===== src/rtl/params.svh =====
// Shared datapath geometry: lane width QW and lane count XW.
`ifndef PARAMS_SVH
`define PARAMS_SVH
`define QW 8
`define XW 4
`endif


===== src/rtl/bias_add.sv =====
// Per-lane saturating bias add with a rotating bias table and a single output register.
// Optional macro BIAS_ADD_RELU_EN clamps negative lane results to zero.
`include "params.svh"

module bias_add #(
    parameter int unsigned BIAS_DEPTH = 4,
    localparam int unsigned IW = (BIAS_DEPTH > 1) ? $clog2(BIAS_DEPTH) : 1,
    localparam int unsigned NW = $clog2(BIAS_DEPTH + 1)
) (
    input  logic                          clk,
    input  logic                          rst,
    input  logic [`XW-1:0][`QW-1:0]       data_i,
    input  logic                          valid_i,
    output logic                          ready_o,
    output logic [`XW-1:0][`QW-1:0]       data_o,
    output logic                          valid_o,
    input  logic                          ready_i,
    input  logic [NW-1:0]                 cfg_num_vec,
    input  logic                          bias_wr_en,
    input  logic [IW-1:0]                 bias_wr_addr,
    input  logic [`XW-1:0][`QW-1:0]       bias_wr_data,
    output logic [IW-1:0]                 vec_idx_o
);

    logic [BIAS_DEPTH-1:0][`XW-1:0][`QW-1:0] bias_q;
    logic [`XW-1:0][`QW-1:0]                 bias_row;
    logic [`XW-1:0][`QW-1:0]                 data_q;
    logic [`XW-1:0][`QW-1:0]                 lane_res;
    logic signed [`QW:0]                     lane_sum [`XW];
    logic                                    valid_q;
    logic [IW-1:0]                           vec_idx_q;
    logic [IW-1:0]                           vec_idx_d;
    logic                                    accept;
    int unsigned                             eff_num;

    assign ready_o   = ~valid_q | ready_i;
    assign accept    = valid_i & ready_o;
    assign valid_o   = valid_q;
    assign data_o    = data_q;
    assign vec_idx_o = vec_idx_q;
    assign bias_row  = bias_q[vec_idx_q];

    always_comb begin
        eff_num = 32'(cfg_num_vec);
        if (eff_num == 0) eff_num = 1;
        if (eff_num > BIAS_DEPTH) eff_num = BIAS_DEPTH;
        // >= keeps the index in range if cfg_num_vec shrinks mid-stream
        if (32'(vec_idx_q) >= eff_num - 1) vec_idx_d = '0;
        else                                vec_idx_d = vec_idx_q + 1'b1;
    end

    always_comb begin
        lane_res = '0;
        for (int k = 0; k < `XW; k++) begin
            lane_sum[k] = $signed({data_i[k][`QW-1], data_i[k]})
                        + $signed({bias_row[k][`QW-1], bias_row[k]});
            if (lane_sum[k][`QW] != lane_sum[k][`QW-1]) begin
                lane_res[k] = lane_sum[k][`QW] ? {1'b1, {(`QW-1){1'b0}}}
                                               : {1'b0, {(`QW-1){1'b1}}};
            end else begin
                lane_res[k] = lane_sum[k][`QW-1:0];
            end
`ifdef BIAS_ADD_RELU_EN
            if (lane_res[k][`QW-1]) lane_res[k] = '0;
`endif
        end
    end

    always_ff @(posedge clk or posedge rst) begin
        if (rst) begin
            valid_q   <= 1'b0;
            data_q    <= '0;
            vec_idx_q <= '0;
        end else begin
            if (accept) begin
                valid_q   <= 1'b1;
                data_q    <= lane_res;
                vec_idx_q <= vec_idx_d;
            end else if (ready_i) begin
                valid_q <= 1'b0;
            end
        end
    end

    // The datapath reads bias_q before this edge updates it, giving read-before-write.
    always_ff @(posedge clk or posedge rst) begin
        if (rst) begin
            bias_q <= '0;
        end else if (bias_wr_en && (32'(bias_wr_addr) < BIAS_DEPTH)) begin
            bias_q[bias_wr_addr] <= bias_wr_data;
        end
    end

endmodule

===== config.mk =====
export PLATFORM = sky130hd
export DESIGN_NAME = bias_add
export DESIGN_NICKNAME = d
export VERILOG_FILES = /design/src/rtl/bias_add.sv
export VERILOG_INCLUDE_DIRS = /design/src /design/src/rtl
export SDC_FILE = /design/constraint.sdc
export NUM_CORES = 1
export LEC_CHECK = 0
export CORE_MARGIN = 4
export CORE_UTILIZATION = 55
export CTS_CLUSTER_DIAMETER = 30
export CTS_CLUSTER_SIZE = 25
export DETAILED_ROUTE_END_ITERATION = 8
export GPL_TIMING_DRIVEN = 1
export PLACE_DENSITY = 0.83
export SETUP_SLACK_MARGIN = 0.05
export SLEW_MARGIN = 20
export SYNTH_ARGS = -nofsm -noshare
export SYNTH_HDL_FRONTEND = slang
export SYNTH_SLANG_ARGS = --single-unit

===== constraint.sdc =====
create_clock -name clk -period 13.1 [get_ports clk]
set_input_delay 3.275 -clock clk [delete_from_list [all_inputs] [get_ports clk]]
set_output_delay 3.275 -clock clk [all_outputs]
set_load 0.01 [all_outputs]

### After elaboration in Yosys (flattened, before gate mapping)

Cells that the tools add are included.

| storage, ports and cells | value |
|---|---|
| register bits | 163 |
| output and inout port bits | 36 |
| logic and storage cells | 61 |

| operators by class | value |
|---|---|
| $add $sub $neg | 6 |
| magnitude comparators | 5 |
| eq/ne operators | 4 |
| mux-type cells | 18 |
| bitwise operators | 3 |
| reductions and logical operators | 3 |

Operator list:

| operator | count |
|---|---|
| $bwmux 128 | 1 |
| $bmux 32 s2 | 1 |
| $demux 32 s2 | 1 |
| $mux 32 | 2 |
| $mux 8 | 8 |
| $add 8x8->9 | 4 |
| $ge 2x32->1 | 1 |
| $gt 32x3->1 const B | 1 |
| $sub 32x1->32 const B | 1 |
| $lt 2x3->1 const B | 2 |
| $mux 3 | 2 |
| $ne 1x1->1 | 4 |
| $logic_not 3->1 | 1 |
| $add 2x1->2 const B | 1 |
| $ge 2x1->1 const B | 1 |
| $mux 1 | 2 |
| $mux 2 | 1 |
| $reduce_bool 2->1 | 1 |
| $and 1x1->1 | 1 |
| $logic_and 1x1->1 | 1 |
| $not 1->1 | 1 |
| $or 1x1->1 | 1 |

### Longest topological paths before layout

Gate-level depths: netlist (run 1).

| logic depth | value |
|---|---|
| word-level depth | 7 |
| gate-level depth with buffers | 13 |
| gate-level depth less buffers | 10 |

### Worst setup path before layout (run 1)

OpenSTA, ideal clock, no wires.

| path | value |
|---|---|
| path type | input to output |
| start | in ready_i |
| end | out ready_o |
| data arrival time | 3,458 ps |
| setup slack | 6,367 ps |
| stages on the path | 1 |
| buffers on the path | 0 |
| cells stage by stage | nand2b_1 |

| on the way | value |
|---|---|
| word-level cells in the longest chain between the ends | 1 |

Ends and longest elaborated chain:

| element | line | source |
|---|---|---|
| start, declared | bias_add.sv:17 | `input logic ready_i,` |
| $or 1x1->1 | bias_add.sv:36 | `assign ready_o = ~valid_q \| ready_i;` |
| end, declared | bias_add.sv:14 | `output logic ready_o,` |

Every way passes these cells.

### Final worst setup path (run 1)

Same ends and word-level chain as after synthesis.

==> results.py, run 1 <==
metrics = {
    "logic_synthesis": {
        "ys_seq_elements": 163,
        "synth_seq_area_share": 0.474,
        "syn_nets": 771,
        "synthesis.instances": 657,
        "synth_cell_type_count": 43,
        "syn_area_per_cell_um2": 13.1,
        "yosys_warnings": 0,
        "netlist_area_um2": 8610,
    },
    "worst_hold_path": {
        "hold_start": "data_o[20]",
        "hold_depth": 2,
        "holdPathEnd": "data_o[20]",
        "min_path_type": "reg2reg",
    },
    "final_layout": {
        "areaGrowthSynthToFinish_pct": 21.8,
        "fill_cells": 1079,
        "final_cells": 989,
        "design_area_um2": 10500,
        "seqCellArea_um2": 4080,
        "fin_nets": 880,
        "n_antenna_cell": 0,
        "multi_input_area_um2": 4310,
        "fin_util": 0.687,
        "drive_above_1_share": 0.284,
    },
    "floorplan": {
        "start_util": 0.564,
        "coreArea_um2": 15300,
        "die_h_um": 133,
        "die_area_um2": 17700,
        "placementRows": 45,
        "die_x_um": 133,
        "pin_count": 110,
    },
    "worst_setup_path": {
        "reg2reg_to": "data_o[1]",
        "worstPathArrival_ps": 4430,
        "critPathKind": "in2out",
        "slowest_stage": "clkdlybuf4s50_1",
        "cp_common_cell": "clkdlybuf4s50_1",
        "end_kind": "output port",
        "crit_buf_inv": 2,
        "slowest_delay_ps": 560,
        "crit_path_max_fanout": 3,
        "cp_cell_sequence": "clkdlybuf4s50_1 -> nand2b_1 -> clkdlybuf4s50_1",
        "reg2reg_from": "vec_idx_o[0]",
        "worst_r2r_path_depth": 11,
        "crit_path_start_kind": "input port",
        "crit_family": "buffers and inverters",
        "regToRegSetupSlack_ps": 9560,
        "cp.required_ps": 9820,
    },
    "place": {
        "gp_congestion": 0.832,
        "postPlaceCellArea_um2": 9930,
        "portBuffers": 109,
        "hpwl_um": 12700,
        "dp.cells": 958,
    },
    "timing": {
        "clock.fmax_mhz": 130,
        "finalSetupTns_ps": 0,
        "slew-limit-headroom": 0.317,
        "setup_violations": 0,
        "grt_setup_unrepaired": "no",
        "tightest_slew_ps": 1020,
        "fin_crit_sh": 0.589,
        "finalClockSkew_ps": 8.55,
        "min_period_ps": 7710,
        "slew_violations": 0,
        "hold_viol_final": 0,
    },
    "clock_network": {
        "cts_tree": "yes",
        "path_clk_slew_ps": 60,
        "numCtsBuffers": 17,
        "cts.repair.resized": 0,
        "cts_root_buffer": "clkbuf_16",
        "htreeDepth": 4,
        "cts_buffer_depth": 2,
        "hold_buffers": 0,
        "insertion_delay_ps": 430,
        "cts.sinks": 163,
        "post_cts_buffers": 0,
    },
    "power": {
        "power_density_nw_per_um2": 217,
        "leakagePower_nw": 4.38,
        "irDropWorstVdd_mv": 0.123,
        "finalPower_mw": 2.27,
    },
    "outcome": {
        "status": "finished clean",
    },
    "global_route": {
        "grt_overflow": 0,
        "grt_antenna_before_repair": 1,
        "grt_pass1_vias": 6197,
        "grt_pass1_wl_um": 31200,
        "grt_use_total": 0.221,
        "grt_max_degree": 104,
    },
    "routing": {
        "dr.pass1.iters": 4,
        "dr.first_iter.drc_count": 353,
        "avgViaCountPerCell": 5.71,
        "drc": 0,
        "detail-route-antenna-nets": 0,
        "wl_um": 18400,
        "vias": 5644,
        "wl_per_cell_um": 18.6,
    },
    "run": {
        "cap_violations": 0,
    },
}
-- report_power, final --
group	switching [mW]	internal (mW)	leakage, nW
clock	0.194	0.275	0.269
sequential	0.0646	0.633	1.94
combinational	0.540	0.566	2.18
total	0.799	1.47	4.38
-- worst max-delay path by stage --
| stage | from | to | slack, ps | cells past startpoint |
|---|---|---|---|---|
| final | ready_i | ready_o | 5390 | 3 |
| after global routing | ready_i | ready_o | 5310 | 3 |
| after CTS | ready_i | ready_o | 5390 | 3 |
| after detailed placement | ready_i | ready_o | 5390 | 3 |
| after global placement | ready_i | ready_o | 5400 | 3 |
| after floorplan | rst | bias_q[0] | 5420 | 1 |
-- state kept, by name, indices dropped and copies added (netlist names) --
| signal | count |
|---|---|
| bias_q | 128 |
| data_o | 32 |
| vec_idx_o | 2 |
| valid_o | 1 |
-- routing by layer --
layer,vias to the layer above,track usage,routed length (um)
met5,-,0,12
met4,2,0.0806,392
met3,34,0.0495,728
met2,124,0.383,9570
met1,2858,0.275,7710
li1,2626,-,-
-- cells in the final DEF (no fill, tap or decap), drive strengths merged, types with 8 or more instances in the layout --
cell,n
nand2,36
a21oi,25
o21ai,46
clkbuf,23
dfrtp,163
nor2,8
inv,35
mux4,32
mux2,132
xor2,14
clkdlybuf4s50,109
maj3,26
ha,36
-- area by class of cell --
cell class,count,share of cell area
Multi-Input combinational cell,434,0.411
Sequential cell,163,0.389
Timing Repair Buffer,116,0.109
Clock buffer,23,0.0456
Tap cell,211,0.0252
Inverter,34,0.0126
Clock inverter,8,0.00740
-- worst reg2reg max path: stages (launching register included) --
cell	delay, ps
dfrtp_2	370
buf_4	520
mux4_2	650
ha_1	230
inv_1	80
fa_1	200
nor2b_1	80
o21ai_0	220
a21oi_1	110
o22ai_1	570
maj3_1	310
o21ai_1	70
-- synth_stat cells (all sizes together) --
library cell / count / area share
o22ai: 4 / 0.0044
a211oi: 6 / 0.0076
clkbuf: 12 / 0.0052
mux2i: 2 / 0.0023
o21bai: 2 / 0.0017
a21o: 5 / 0.0044
nor3: 7 / 0.0052
and2b: 1 / 0.00087
mux2: 132 / 0.17
mux4: 32 / 0.084
ha: 36 / 0.052
o31a: 2 / 0.0020
xnor2: 4 / 0.0041
buf: 14 / 0.0074
and3: 4 / 0.0029
a21oi: 25 / 0.015
dfrtp: 163 / 0.47
nor3b: 5 / 0.0044
nand3: 5 / 0.0029
xor2: 14 / 0.018
a2111oi: 4 / 0.0084
nor2: 8 / 0.0035
fa: 4 / 0.0093
o31ai: 4 / 0.0057
nand2: 36 / 0.016
nand3b: 4 / 0.0035
o21a: 4 / 0.0035
or3: 3 / 0.0022
o21ai: 46 / 0.027
maj3: 26 / 0.030
nand2b: 5 / 0.0036
nor2b: 3 / 0.0022
inv: 34 / 0.015
o211ai: 1 / 0.00087
-- logic make-up after synthesis --
logic type	count (synthesis)	share of synthesized area
AND/OR/NAND/NOR	81	0.0469
AO/OA/AOI/OAI	103	0.0798
adder cells (fa/ha/maj)	66	0.0918
buffers and inverters	60	0.0275
multiplexers	166	0.259
XOR/XNOR	18	0.0218
flip-flops	163	0.474
-- per-stage QoR --
| stage | setup WS (ps) | hold WS [ps] |
|---|---|---|
| 6_report | 5390 | 474 |
| 3_5_place_dp | 5390 | 469 |
| 3_3_place_gp | 5400 | 462 |
| 2_1_floorplan | 5420 | 474 |
| 4_1_cts | 5390 | 483 |
| 5_1_grt | 5310 | 506 |
(Power assumes the default switching activity.)
==> inputs of run 2 (changes only) <==
clock period = 7.9 ns   (was 13.1 ns; I/O delays follow)
==> results.py, run 2 (same netlist as run 1, synthesis figures left out) <==
metrics = {
    "global_route": {
        "use_met1": 0.274,
        "met3_usage": 0.0476,
        "use_met2": 0.369,
        "grt_pass1_vias": 6053,
        "grt_pass1_wl_um": 30700,
        "grt_overflow": 0,
        "grt_max_degree": 104,
        "grt_busiest_layer": "met2",
        "grt_antenna_before_repair": 0,
        "grt_use_total": 0.218,
    },
    "timing": {
        "fin_crit_sh": 0.645,
        "setup_violations": 0,
        "hold_viol_final": 0,
        "min_period_ps": 5100,
        "clock.fmax_mhz": 196,
        "slew-limit-headroom": 0.321,
        "slew_violations": 0,
        "layout_setup_ws_ps": 2800,
        "grt_setup_unrepaired": "no",
        "finalClockSkew_ps": 5.67,
        "tightest_slew_ps": 1020,
        "finalSetupTns_ps": 0,
    },
    "routing": {
        "drc": 0,
        "detail-route-antenna-nets": 0,
        "wl_um": 18400,
        "dr.pass1.iters": 4,
        "vias": 5631,
        "wl_per_cell_um": 18.6,
        "avgViaCountPerCell": 5.69,
        "dr.first_iter.drc_count": 315,
    },
    "worst_setup_path": {
        "critPathKind": "in2out",
        "reg2reg_from": "vec_idx_o[0]",
        "crit_path_max_fanout": 3,
        "worstPathArrival_ps": 3120,
        "critPathLaunch": "ready_i",
        "end_kind": "output port",
        "cp.required_ps": 5930,
        "crit_path_start_kind": "input port",
    },
    "clock_network": {
        "cts_buffer_depth": 2,
        "cts.sinks": 163,
        "hold_buffers": 0,
        "cts_tree": "yes",
        "post_cts_buffers": 0,
        "cts.repair.resized": 0,
        "cts_root_buffer": "clkbuf_16",
        "path_clk_slew_ps": 60,
        "numCtsBuffers": 17,
        "htreeDepth": 4,
        "insertion_delay_ps": 420,
    },
    "final_layout": {
        "seqCellArea_um2": 4080,
        "largest_reg_flops": 128,
        "mostFrequentLayoutCell": "dfrtp_1",
        "fill_cells": 1073,
        "n_antenna_cell": 0,
        "regMostFlops": "bias_q",
        "multi_input_area_um2": 4310,
        "layout_common_cells": "161 x dfrtp_1, 132 x mux2_2, 109 x clkdlybuf4s50_1, 36 x ha_1, 35 x nand2_1",
        "fin_nets": 880,
        "areaGrowthSynthToFinish_pct": 21.8,
        "drive_above_1_share": 0.285,
    },
    "floorplan": {
        "die_x_um": 133,
        "pin_count": 110,
        "placementRows": 45,
        "die_h_um": 133,
        "die_area_um2": 17700,
        "start_util": 0.564,
        "coreArea_um2": 15300,
    },
    "outcome": {
        "status": "finished clean",
    },
    "worst_hold_path": {
        "min_path_type": "reg2reg",
        "hold_start": "data_o[21]",
    },
    "place": {
        "portBuffers": 109,
        "hpwl_um": 12800,
        "preCtsSetupSlack_ps": 2800,
        "gp_congestion": 0.835,
    },
    "power": {
        "irDropWorstVdd_mv": 0.179,
        "leakagePower_nw": 4.39,
        "power_density_nw_per_um2": 360,
    },
    "run": {
        "cap_violations": 0,
    },
}
run 2: worst max-delay path, stage by stage:
cell	delay, ps
clkdlybuf4s50_1	450
nand2b_1	150
clkdlybuf4s50_1	550
run 2: path summary, 6_finish.rpt:
check | end | slack [ps] | cells past startpoint
max in group asynchronous | vec_idx_o[0] | 4420 | 3
worst max register to register | data_o[6] | 4250 | 11
worst max-delay path | ready_o | 2800 | 3
worst min-delay path | data_o[21] | 480 | 2
min in group asynchronous | bias_q[56] | 2140 | 2
worst min register to register | data_o[21] | 480 | 2
run 2: area by class of cell:
class,instances,area share
Clock buffer,20,0.0426
Clock inverter,11,0.0109
Inverter,34,0.0126
Multi-Input combinational cell,434,0.411
Sequential cell,163,0.389
Tap cell,211,0.0252
Timing Repair Buffer,116,0.109
run 2: per-layer routing:
metal / vias to the layer above / routed length (um)
met2: 133 / 9510
met5: - / 0
met3: 35 / 760
met4: 0 / 427
li1: 2616 / -
met1: 2847 / 7650
run 2: metrics by stage:
step	cells	cell area (um2)	utilization	hold slack [ps]	power, mW
after floorplan	657	8610	-	474	2.49
after global placement	958	9930	0.651	463	2.91
after detailed placement	958	9930	0.651	473	3.01
after CTS	989	10500	0.688	487	3.80
after global routing	989	10500	0.688	503	4.04
final	989	10500	0.688	475	3.77
run 2: power by group:
| part | internal, mW | switching [mW] | total [mW] |
|---|---|---|---|
| clock network | 0.468 | 0.315 | 0.784 |
| registers | 1.05 | 0.112 | 1.16 |
| logic | 0.937 | 0.892 | 1.83 |
| total | 2.45 | 1.32 | 3.77 |
==> inputs of run 3 (changes only) <==
clock period = 4.9 ns   (was 7.9 ns; I/O delays follow)
==> results.py, run 3 (same netlist as run 1, synthesis figures left out) <==
metrics = {
    "global_route": {
        "grt_pass1_vias": 6135,
        "grt_antenna_before_repair": 1,
        "grt_overflow": 0,
        "grt_max_degree": 164,
        "grt_use_total": 0.216,
        "grt_pass1_wl_um": 30500,
    },
    "floorplan": {
        "start_util": 0.564,
        "coreArea_um2": 15300,
        "pin_count": 110,
        "die_x_um": 133,
        "die_h_um": 133,
        "placementRows": 45,
        "die_area_um2": 17700,
    },
    "final_layout": {
        "final_cells": 992,
        "drive_above_1_share": 0.288,
        "areaGrowthSynthToFinish_pct": 22.5,
        "largest_reg_flops": 128,
        "fin_nets": 882,
        "mostFrequentLayoutCell": "dfrtp_1",
        "regMostFlops": "bias_q",
        "layout_common_cells": "161 x dfrtp_1, 132 x mux2_2, 109 x clkdlybuf4s50_1, 36 x ha_1, 35 x nand2_1",
        "n_antenna_cell": 0,
        "fill_cells": 1071,
    },
    "routing": {
        "dr.pass1.iters": 4,
        "dr.first_iter.drc_count": 261,
        "wl_per_cell_um": 18.5,
        "detail-route-antenna-nets": 0,
        "avgViaCountPerCell": 5.66,
        "drc": 0,
        "vias": 5614,
        "wl_um": 18400,
    },
    "place": {
        "dp.cells": 959,
        "gp_congestion": 0.839,
        "portBuffers": 109,
        "hpwl_um": 12800,
        "preCtsSetupSlack_ps": 1090,
    },
    "clock_network": {
        "insertion_delay_ps": 430,
        "cts.repair.resized": 0,
        "cts.sinks": 163,
        "cts_buffer_depth": 2,
        "path_clk_slew_ps": 60,
        "numCtsBuffers": 17,
        "hold_buffers": 0,
        "cts_root_buffer": "clkbuf_16",
        "htreeDepth": 4,
        "post_cts_buffers": 0,
        "cts_tree": "yes",
    },
    "timing": {
        "hold_viol_final": 0,
        "slew-limit-headroom": 0.258,
        "setup_violations": 0,
        "finalClockSkew_ps": 11.3,
        "fin_crit_sh": 0.734,
        "layout_setup_ws_ps": 1310,
        "holdWs_ps": 481,
        "finalSetupTns_ps": 0,
        "clock.fmax_mhz": 278,
        "min_period_ps": 3590,
        "slew_violations": 0,
        "tightest_slew_ps": 1110,
        "grt_setup_unrepaired": "no",
    },
    "power": {
        "finalPower_mw": 6.13,
        "switching_power_mw": 2.15,
        "power_density_nw_per_um2": 581,
        "internal_power_mw": 3.99,
        "irDropWorstVdd_mv": 0.298,
        "p_sw_frac": 0.350,
        "pwr-share-seq": 0.317,
        "pwr-share-comb": 0.469,
        "pwr-share-clk": 0.213,
        "leakagePower_nw": 4.41,
    },
    "worst_setup_path": {
        "critPathKind": "in2out",
        "end_kind": "output port",
        "crit_path_max_fanout": 3,
        "worstPathArrival_ps": 2370,
        "crit_path_start_kind": "input port",
        "cp.required_ps": 3670,
    },
    "run": {
        "cap_violations": 0,
    },
    "outcome": {
        "status": "finished clean",
    },
    "worst_hold_path": {
        "min_path_type": "reg2reg",
    },
}
-- run 3: power groups by stage --
stage / clock, mW / sequential [mW] / combinational [mW]
after floorplan: 0 / 1.91 / 2.10
after global placement: 0 / 1.94 / 2.76
after detailed placement: 0 / 1.97 / 2.88
after CTS: 1.33 / 1.95 / 2.89
after global routing: 1.38 / 2.00 / 3.15
final: 1.31 / 1.95 / 2.88
-- run 3: routing by layer --
| layer | share of wire | routed length (um) | global-route usage | vias up |
|---|---|---|---|---|
| li1 | - | - | - | 2629 |
| met4 | 0.019 | 347 | 0.0834 | 2 |
| met3 | 0.036 | 655 | 0.0442 | 27 |
| met5 | 0.00071 | 13 | 0 | - |
| met2 | 0.52 | 9580 | 0.377 | 98 |
| met1 | 0.42 | 7780 | 0.267 | 2858 |
-- run 3: through the flow --
stage,utilization,instance area [um2]
after global routing,0.691,10500
final,0.691,10500
after CTS,0.691,10500
after floorplan,-,8620
after detailed placement,0.652,9950
after global placement,0.652,9950
-- run 3: final timing paths --
check,startpoint,endpoint,slack (ps),depth (start not counted)
worst min register to register,data_o[20],data_o[20],480,2
worst max register to register,vec_idx_o[1],data_o[0],1350,11
worst min-delay path,data_o[20],data_o[20],480,2
worst max-delay path,ready_i,ready_o,1310,3
min in group asynchronous,rst,bias_q[56],1400,3
max in group asynchronous,rst,vec_idx_o[0],2840,3
-- run 3: area by class of cell --
cell class / count / area, um2 / area share
multi-input combinational: 434 / 4310 / 0.408
sequential: 163 / 4080 / 0.387
timing repair buffer: 118 / 1170 / 0.111
clock buffer: 21 / 460 / 0.0436
tap: 211 / 264 / 0.0250
inverter: 34 / 131 / 0.0125
clock inverter: 11 / 128 / 0.0121
-- run 3: critical path, stage by stage --
cell and delay (ps):
clkdlybuf4s50_1 440, nand2b_1 150, clkdlybuf4s50_1 550
